**src/rtl/regarb_pkg.sv**
```systemverilog
// +--------------------------------------------------------------------+
// | regarb_pkg : shared types and default sizes for the register-file  |
// | write arbiter.                          Revision: 1.0              |
// +--------------------------------------------------------------------+
`default_nettype none

package regarb_pkg;

  localparam int DEF_N     = 16;
  localparam int DEF_NREQ  = 4;
  localparam int DEF_NREG  = 8;
  // Destination index width carried on each requester's req_reg lane.
  localparam int REG_IDX_W = 3;

  typedef enum logic [0:0] {
    IDLE  = 1'b0,
    CLEAR = 1'b1
  } state_t;

endpackage

`default_nettype wire

```
**src/rtl/rr_arbiter.sv**
```systemverilog
// +--------------------------------------------------------------------+
// | rr_arbiter : combinational round-robin pick, searching upward from |
// | ptr modulo NREQ.                        Revision: 1.0              |
// +--------------------------------------------------------------------+
`default_nettype none

module rr_arbiter #(
  parameter int NREQ = 4,
  parameter int PW   = 2
) (
  input  logic [NREQ-1:0] req,
  input  logic [PW-1:0]   ptr,
  output logic [NREQ-1:0] gnt
);

  logic          w_found;
  logic [PW-1:0] w_idx;

  always_comb begin
    gnt     = '0;
    w_found = 1'b0;
    w_idx   = '0;
    for (int k = 0; k < NREQ; k++) begin
      w_idx = PW'((int'(ptr) + k) % NREQ);
      if (!w_found && req[w_idx]) begin
        gnt[w_idx] = 1'b1;
        w_found    = 1'b1;
      end
    end
  end

endmodule

`default_nettype wire

```
**src/rtl/regfile_write_arbiter.sv**
```systemverilog
// +--------------------------------------------------------------------+
// | regfile_write_arbiter : round-robin write port arbiter with a      |
// | sequenced clear of the whole register file. Revision: 1.0          |
// +--------------------------------------------------------------------+
`default_nettype none

module regfile_write_arbiter
  import regarb_pkg::*;
#(
  parameter int N    = DEF_N,
  parameter int NREQ = DEF_NREQ,
  parameter int NREG = DEF_NREG
) (
  input  logic                      Clk,
  input  logic                      Reset_n,
  input  logic [NREQ-1:0]           req,
  input  logic [NREQ*REG_IDX_W-1:0] req_reg,
  input  logic [NREQ*N-1:0]         req_data,
  input  logic                      clear_start,
  output logic [NREQ-1:0]           gnt,
  output logic [NREG-1:0]           ld,
  output logic [NREG-1:0]           clr,
  output logic [N-1:0]              bus_data,
  output logic                      busy
);

  localparam int PW = (NREQ > 1) ? $clog2(NREQ) : 1;
  localparam int CW = (NREG > 1) ? $clog2(NREG) : 1;

  state_t                 r_state;
  state_t                 w_state_nxt;
  logic [PW-1:0]          r_ptr;
  logic [CW-1:0]          r_cnt;
  logic [NREG-1:0]        r_ld;
  logic [NREG-1:0]        r_clr;
  logic [N-1:0]           r_bus;

  logic                   w_arb_en;
  logic                   w_xfer;
  logic [NREQ-1:0]        w_rr_gnt;
  logic [NREQ-1:0]        w_gnt;
  logic [PW-1:0]          w_gidx;
  logic [PW-1:0]          w_ptr_nxt;
  logic [REG_IDX_W-1:0]   w_sel_reg;
  logic [N-1:0]           w_sel_data;
  logic [NREG-1:0]        w_ld_dec;
  logic [NREG-1:0]        w_clr_dec;

  rr_arbiter #(
    .NREQ (NREQ),
    .PW   (PW)
  ) u_rr_arbiter (
    .req  (req),
    .ptr  (r_ptr),
    .gnt  (w_rr_gnt)
  );

  // Arbitration is only open in IDLE and yields to a same-cycle clear request.
  always_comb begin
    w_state_nxt = r_state;
    w_arb_en    = 1'b0;
    case (r_state)
      IDLE: begin
        if (clear_start) w_state_nxt = CLEAR;
        else             w_arb_en    = 1'b1;
      end
      CLEAR: begin
        if (r_cnt == CW'(NREG - 1)) w_state_nxt = IDLE;
      end
      default: w_state_nxt = IDLE;
    endcase
  end

  assign w_gnt  = w_arb_en ? w_rr_gnt : '0;
  assign w_xfer = |w_gnt;

  always_comb begin
    w_gidx     = '0;
    w_sel_reg  = '0;
    w_sel_data = '0;
    for (int i = 0; i < NREQ; i++) begin
      if (w_gnt[i]) begin
        w_gidx     = PW'(i);
        w_sel_reg  = req_reg[i*REG_IDX_W +: REG_IDX_W];
        w_sel_data = req_data[i*N +: N];
      end
    end
  end

  assign w_ptr_nxt = (w_gidx == PW'(NREQ - 1)) ? '0 : w_gidx + PW'(1);

  always_comb begin
    w_ld_dec  = '0;
    w_clr_dec = '0;
    for (int r = 0; r < NREG; r++) begin
      w_ld_dec[r]  = (w_sel_reg == REG_IDX_W'(r));
      w_clr_dec[r] = (r_cnt == CW'(r));
    end
  end

  always_ff @(posedge Clk or negedge Reset_n) begin
    if (!Reset_n) r_state <= IDLE;
    else          r_state <= w_state_nxt;
  end

  // clr lags cnt by one cycle, so the last strobe lands in the first IDLE
  // cycle; any grant there produces ld one cycle later, keeping them disjoint.
  always_ff @(posedge Clk or negedge Reset_n) begin
    if (!Reset_n) begin
      r_ptr <= '0;
      r_cnt <= '0;
      r_ld  <= '0;
      r_clr <= '0;
      r_bus <= '0;
    end else begin
      r_ld <= w_xfer ? w_ld_dec : '0;
      if (w_xfer) begin
        r_bus <= w_sel_data;
        r_ptr <= w_ptr_nxt;
      end
      if (r_state == IDLE) begin
        r_clr <= '0;
        if (clear_start) r_cnt <= '0;
      end else begin
        r_clr <= w_clr_dec;
        r_cnt <= r_cnt + CW'(1);
      end
    end
  end

  assign gnt      = w_gnt;
  assign ld       = r_ld;
  assign clr      = r_clr;
  assign bus_data = r_bus;
  assign busy     = (r_state == CLEAR);

endmodule

`default_nettype wire

```
**config.mk**
```make
export PLATFORM = sky130hd
export DESIGN_NAME = regfile_write_arbiter
export DESIGN_NICKNAME = d
export VERILOG_FILES = /design/src/rtl/regarb_pkg.sv /design/src/rtl/rr_arbiter.sv /design/src/rtl/regfile_write_arbiter.sv
export SDC_FILE = /design/constraint.sdc
export NUM_CORES = 1
export LEC_CHECK = 0
export ABC_AREA = 0
export CAP_MARGIN = 15
export CELL_PAD_IN_SITES_DETAIL_PLACEMENT = 1
export CELL_PAD_IN_SITES_GLOBAL_PLACEMENT = 2
export CORE_MARGIN = 5
export CORE_UTILIZATION = 25
export DETAILED_ROUTE_END_ITERATION = 10
export PLACE_DENSITY_LB_ADDON = 0.15
export SETUP_SLACK_MARGIN = 0.15
export SLEW_MARGIN = 20
export SYNTH_ARGS = -nofsm -noshare
export SYNTH_HDL_FRONTEND = slang
export SYNTH_SLANG_ARGS = --single-unit
```
**constraint.sdc**
```tcl
create_clock -name Clk -period 6.3 [get_ports Clk]
set_clock_uncertainty 0.2 [all_clocks]
set_input_delay 1.89 -clock Clk [delete_from_list [all_inputs] [get_ports Clk]]
set_output_delay 1.89 -clock Clk [all_outputs]
set_load 0.05 [all_outputs]
```
==> results.sh <==
export IMPL_status="finished, final reports clean"
export IMPL_grt_max_degree=39
export IMPL_tightestPinTransition_ns=1.035
export IMPL_post_route_drc_count=0
export IMPL_cts_root_buf="clkbuf_8"
export IMPL_placedInstanceArea_um2=3757
export IMPL_synthAdderAreaFrac=0.06771
export IMPL_layout_setup_ws_ns=0.2585
export IMPL_fin_util=0.4150
export IMPL_clk_latency_ns=0.29
export IMPL_synth_compound_area_frac=0.2521
export IMPL_power_density_nw_per_um2=454.1
export IMPL_nets=440
export IMPL_comb_power_share=0.652
export IMPL_timing_rr_end="ld[3]"
export IMPL_synth_cell_types=51
export IMPL_cts_resized=0
export IMPL_period_minus_slack_ns=6.041
export IMPL_gp_congestion=0.8263
export IMPL_dp_hpwl_mm=6.517
export IMPL_synth_simple_area_share=0.1786
export IMPL_path_cells="clkdlybuf4s50_1 > mux4_2 > a2111oi_4 > o21ai_2 > and2_1 > buf_12"
export IMPL_ys_top_cells_by_area="dfrtp_1 (40%), ha_1 (6.8%), a222oi_1 (6.7%), a21o_1 (4.7%), mux4_2 (3.8%)"
export IMPL_min_path_type="register to register"
export IMPL_pwr_share_seq=0.243
export IMPL_grt_ovfl_total=0
export IMPL_synth_xor_area_share=0
export IMPL_core_area_um2=9284
export IMPL_clk_pin_slew_ns=0.08
export IMPL_switchingPower_w=0.0008566
export IMPL_synthToLayoutAreaGrowth_pct=60.36
export IMPL_routed_via_count=2299
export IMPL_yosysMostFrequentCell="dfrtp_1"
export IMPL_synth_edf_count=0
export IMPL_synthCells=224
export IMPL_cts_sinks=38
export IMPL_switching_share=0.4897
export IMPL_min_delay_worst_endpoint="bus_data[0]"
export IMPL_whs_path_depth=1
export IMPL_critPathLaunchType="input pin"
export IMPL_setup_viol=0
export IMPL_synth_ff_type="dfrtp_1"
export IMPL_tns_ns=0
export IMPL_yosysTopAreaCell="dfrtp_1"
export IMPL_critPathKind="input pin to output pin"
export IMPL_pre_cts_slack_ns=0.2516
export IMPL_timing_final_crit_share=0.9590
export IMPL_yosysTopAreaCellShare=0.3958
export IMPL_worst_r2r_path_depth=11
export IMPL_vdd_drop_max_mv=0.1761
export IMPL_r2r_start="r_ptr[0]"
export IMPL_die_h_um=108.0
export IMPL_postSynth_asyncResetShare=1.000
export IMPL_htreeDepth=2
export IMPL_antenna_found_initial=0
export IMPL_drt_pass1_iter_count=5
export IMPL_grt_pass1_vias=2554
export IMPL_portBuffers=119
export IMPL_postLayoutCellArea_um2=3852
export IMPL_num_antenna_cells=0
export IMPL_slew_violations=0
export IMPL_ant_nets=0
export IMPL_syn_avg_cell_area_um2=10.72
export IMPL_p_int_w=0.0008927
export IMPL_slowest_stage="mux4_2"
export IMPL_die_w_um=108.0
export IMPL_grt_usage=0.1497
export IMPL_cts_inserted_buffers=5
export IMPL_grt_pass1_wl_mm=13.52
export IMPL_seq_area_frac_synth=0.3958
export IMPL_min_from="bus_data[0]"
export IMPL_syn_nets=320
export IMPL_dieArea_um2=11670
export IMPL_synth_warnings=0
export IMPL_rsz0062_at_grt="false"
export IMPL_max_cap_violations=0
export IMPL_synth_area_um2=2402
export IMPL_io_pins=120
export IMPL_crit_fanout=9
export IMPL_postCtsHoldBufs=0
export IMPL_rows=35
export IMPL_ys_seq_elements=38
export IMPL_cts_setup_buffers=0
export IMPL_routed_via_density=4.850
export IMPL_clock_path_buffers=2
export IMPL_drive_above_1_share=0.1246
export IMPL_p_leak_nw=1.686
export IMPL_ys_top_cells_by_count="dfrtp_1 (38), nor2_1 (21), a21oi_1 (16), a222oi_1 (16), a21o_1 (15)"
export IMPL_synth_top_family_by_area="compound AO/OA/AOI/OAI gates"
export IMPL_drtIter0Drc=114
export IMPL_cp_end_kind="output pin"
export IMPL_required_ns=4.21
export IMPL_max_stage_delay_ns=0.63
export IMPL_clock_fmax_mhz=165.5
export IMPL_r2r_setup_slack_ns=2.02
export IMPL_start_util=0.2588
export IMPL_power_frac_clock=0.105
export IMPL_cp_arrival_ns=3.95
export IMPL_hold_viol_final=0
export IMPL_yosys_mux_area_fraction=0.05469
export IMPL_cts_tree="built"
export IMPL_wl_per_cell_um=18.28
export IMPL_slew_headroom=0.3093
export IMPL_wl_mm=8.665
-- state kept, by name (all words and copies together) (netlist names) --
name,cells
bus_data,16
busy,1
clr,8
ld,8
r_cnt,3
r_ptr,2
-- power groups by stage --
stage | sequential (W) | clock [W] | combinational (W)
floorplan | 0.000678 | 0 | 0.000523
global placement | 0.000429 | 0 | 0.00114
detailed placement | 0.000430 | 0 | 0.00115
CTS | 0.000428 | 0.000195 | 0.00115
global route | 0.000443 | 0.000205 | 0.00122
finish | 0.000425 | 0.000183 | 0.00114
-- layout by cell type, fill, tap and decap left out, types with 2 or more instances in the layout --
cell type and instances:
a21o_1 15, a21oi_1 16, a222oi_1 16, a22oi_1 3
and2_1 4, and3_1 11, buf_12 4, buf_4 7
clkbuf_8 6, clkdlybuf4s50_1 114, dfrtp_1 38, ha_1 13
inv_1 9, mux2i_1 3, mux4_2 4, nand2_1 6
nand2b_1 5, nand3_1 3, nand3b_1 2, nor2_1 21
nor2b_1 3, nor3_1 2, nor3b_1 3, nor4_2 2
o21ai_0 4, o21ai_2 2, o22ai_1 2
-- stage by stage --
stage	cells	total power (W)	hold WS, ns
after floorplan	224	0.001201	0.3106
after global placement	466	0.001574	0.2597
after detailed placement	466	0.001581	0.2644
after CTS	474	0.001777	0.2841
after global routing	474	0.001869	0.3000
final	474	0.001749	0.2773
-- routing by layer --
metal | track usage | part of all wire | vias up
met5 | 0 | 0 | -
met1 | 0.1919 | 0.44 | 1126
li1 | - | - | 1090
met2 | 0.2478 | 0.48 | 73
met4 | 0.04689 | 0.020 | 0
met3 | 0.03761 | 0.060 | 10
-- worst max path at each step --
stage,startpoint,to,slack [ns],cells after the start
2_1_floorplan,req[3],gnt[2],0.64,7
5_1_grt,req[3],gnt[2],0.19,6
6_report,req[0],gnt[2],0.26,6
4_1_cts,req[3],gnt[2],0.26,6
3_3_place_gp,req[3],gnt[2],0.31,6
3_5_place_dp,req[3],gnt[2],0.25,6
-- worst max-delay path, delay by kind of cell --
family / cells / cell delay (ns)
compound gates: 2 / 0.55
buf+inv: 2 / 0.66
mux: 1 / 0.63
simple gates: 1 / 0.22
-- layout make-up --
type / count / area [µm²]
fill: 1056 / 5431
multi-input combinational: 163 / 1329
timing repair buffer: 126 / 1279
sequential: 38 / 950.9
tap: 129 / 161.4
clock buffer: 6 / 82.58
inverter: 10 / 37.54
clock inverter: 2 / 12.51
-- logic make-up (layout without fill, tap and decap cells) --
group / after synthesis / in the layout
AO/OA/AOI/OAI: 71 / 71
flip-flops: 38 / 38
AND/OR/NAND/NOR: 71 / 71
adder cells (fa/ha/maj): 13 / 13
multiplexers: 8 / 8
buffers and inverters: 23 / 144
(Power assumes the default switching activity.)
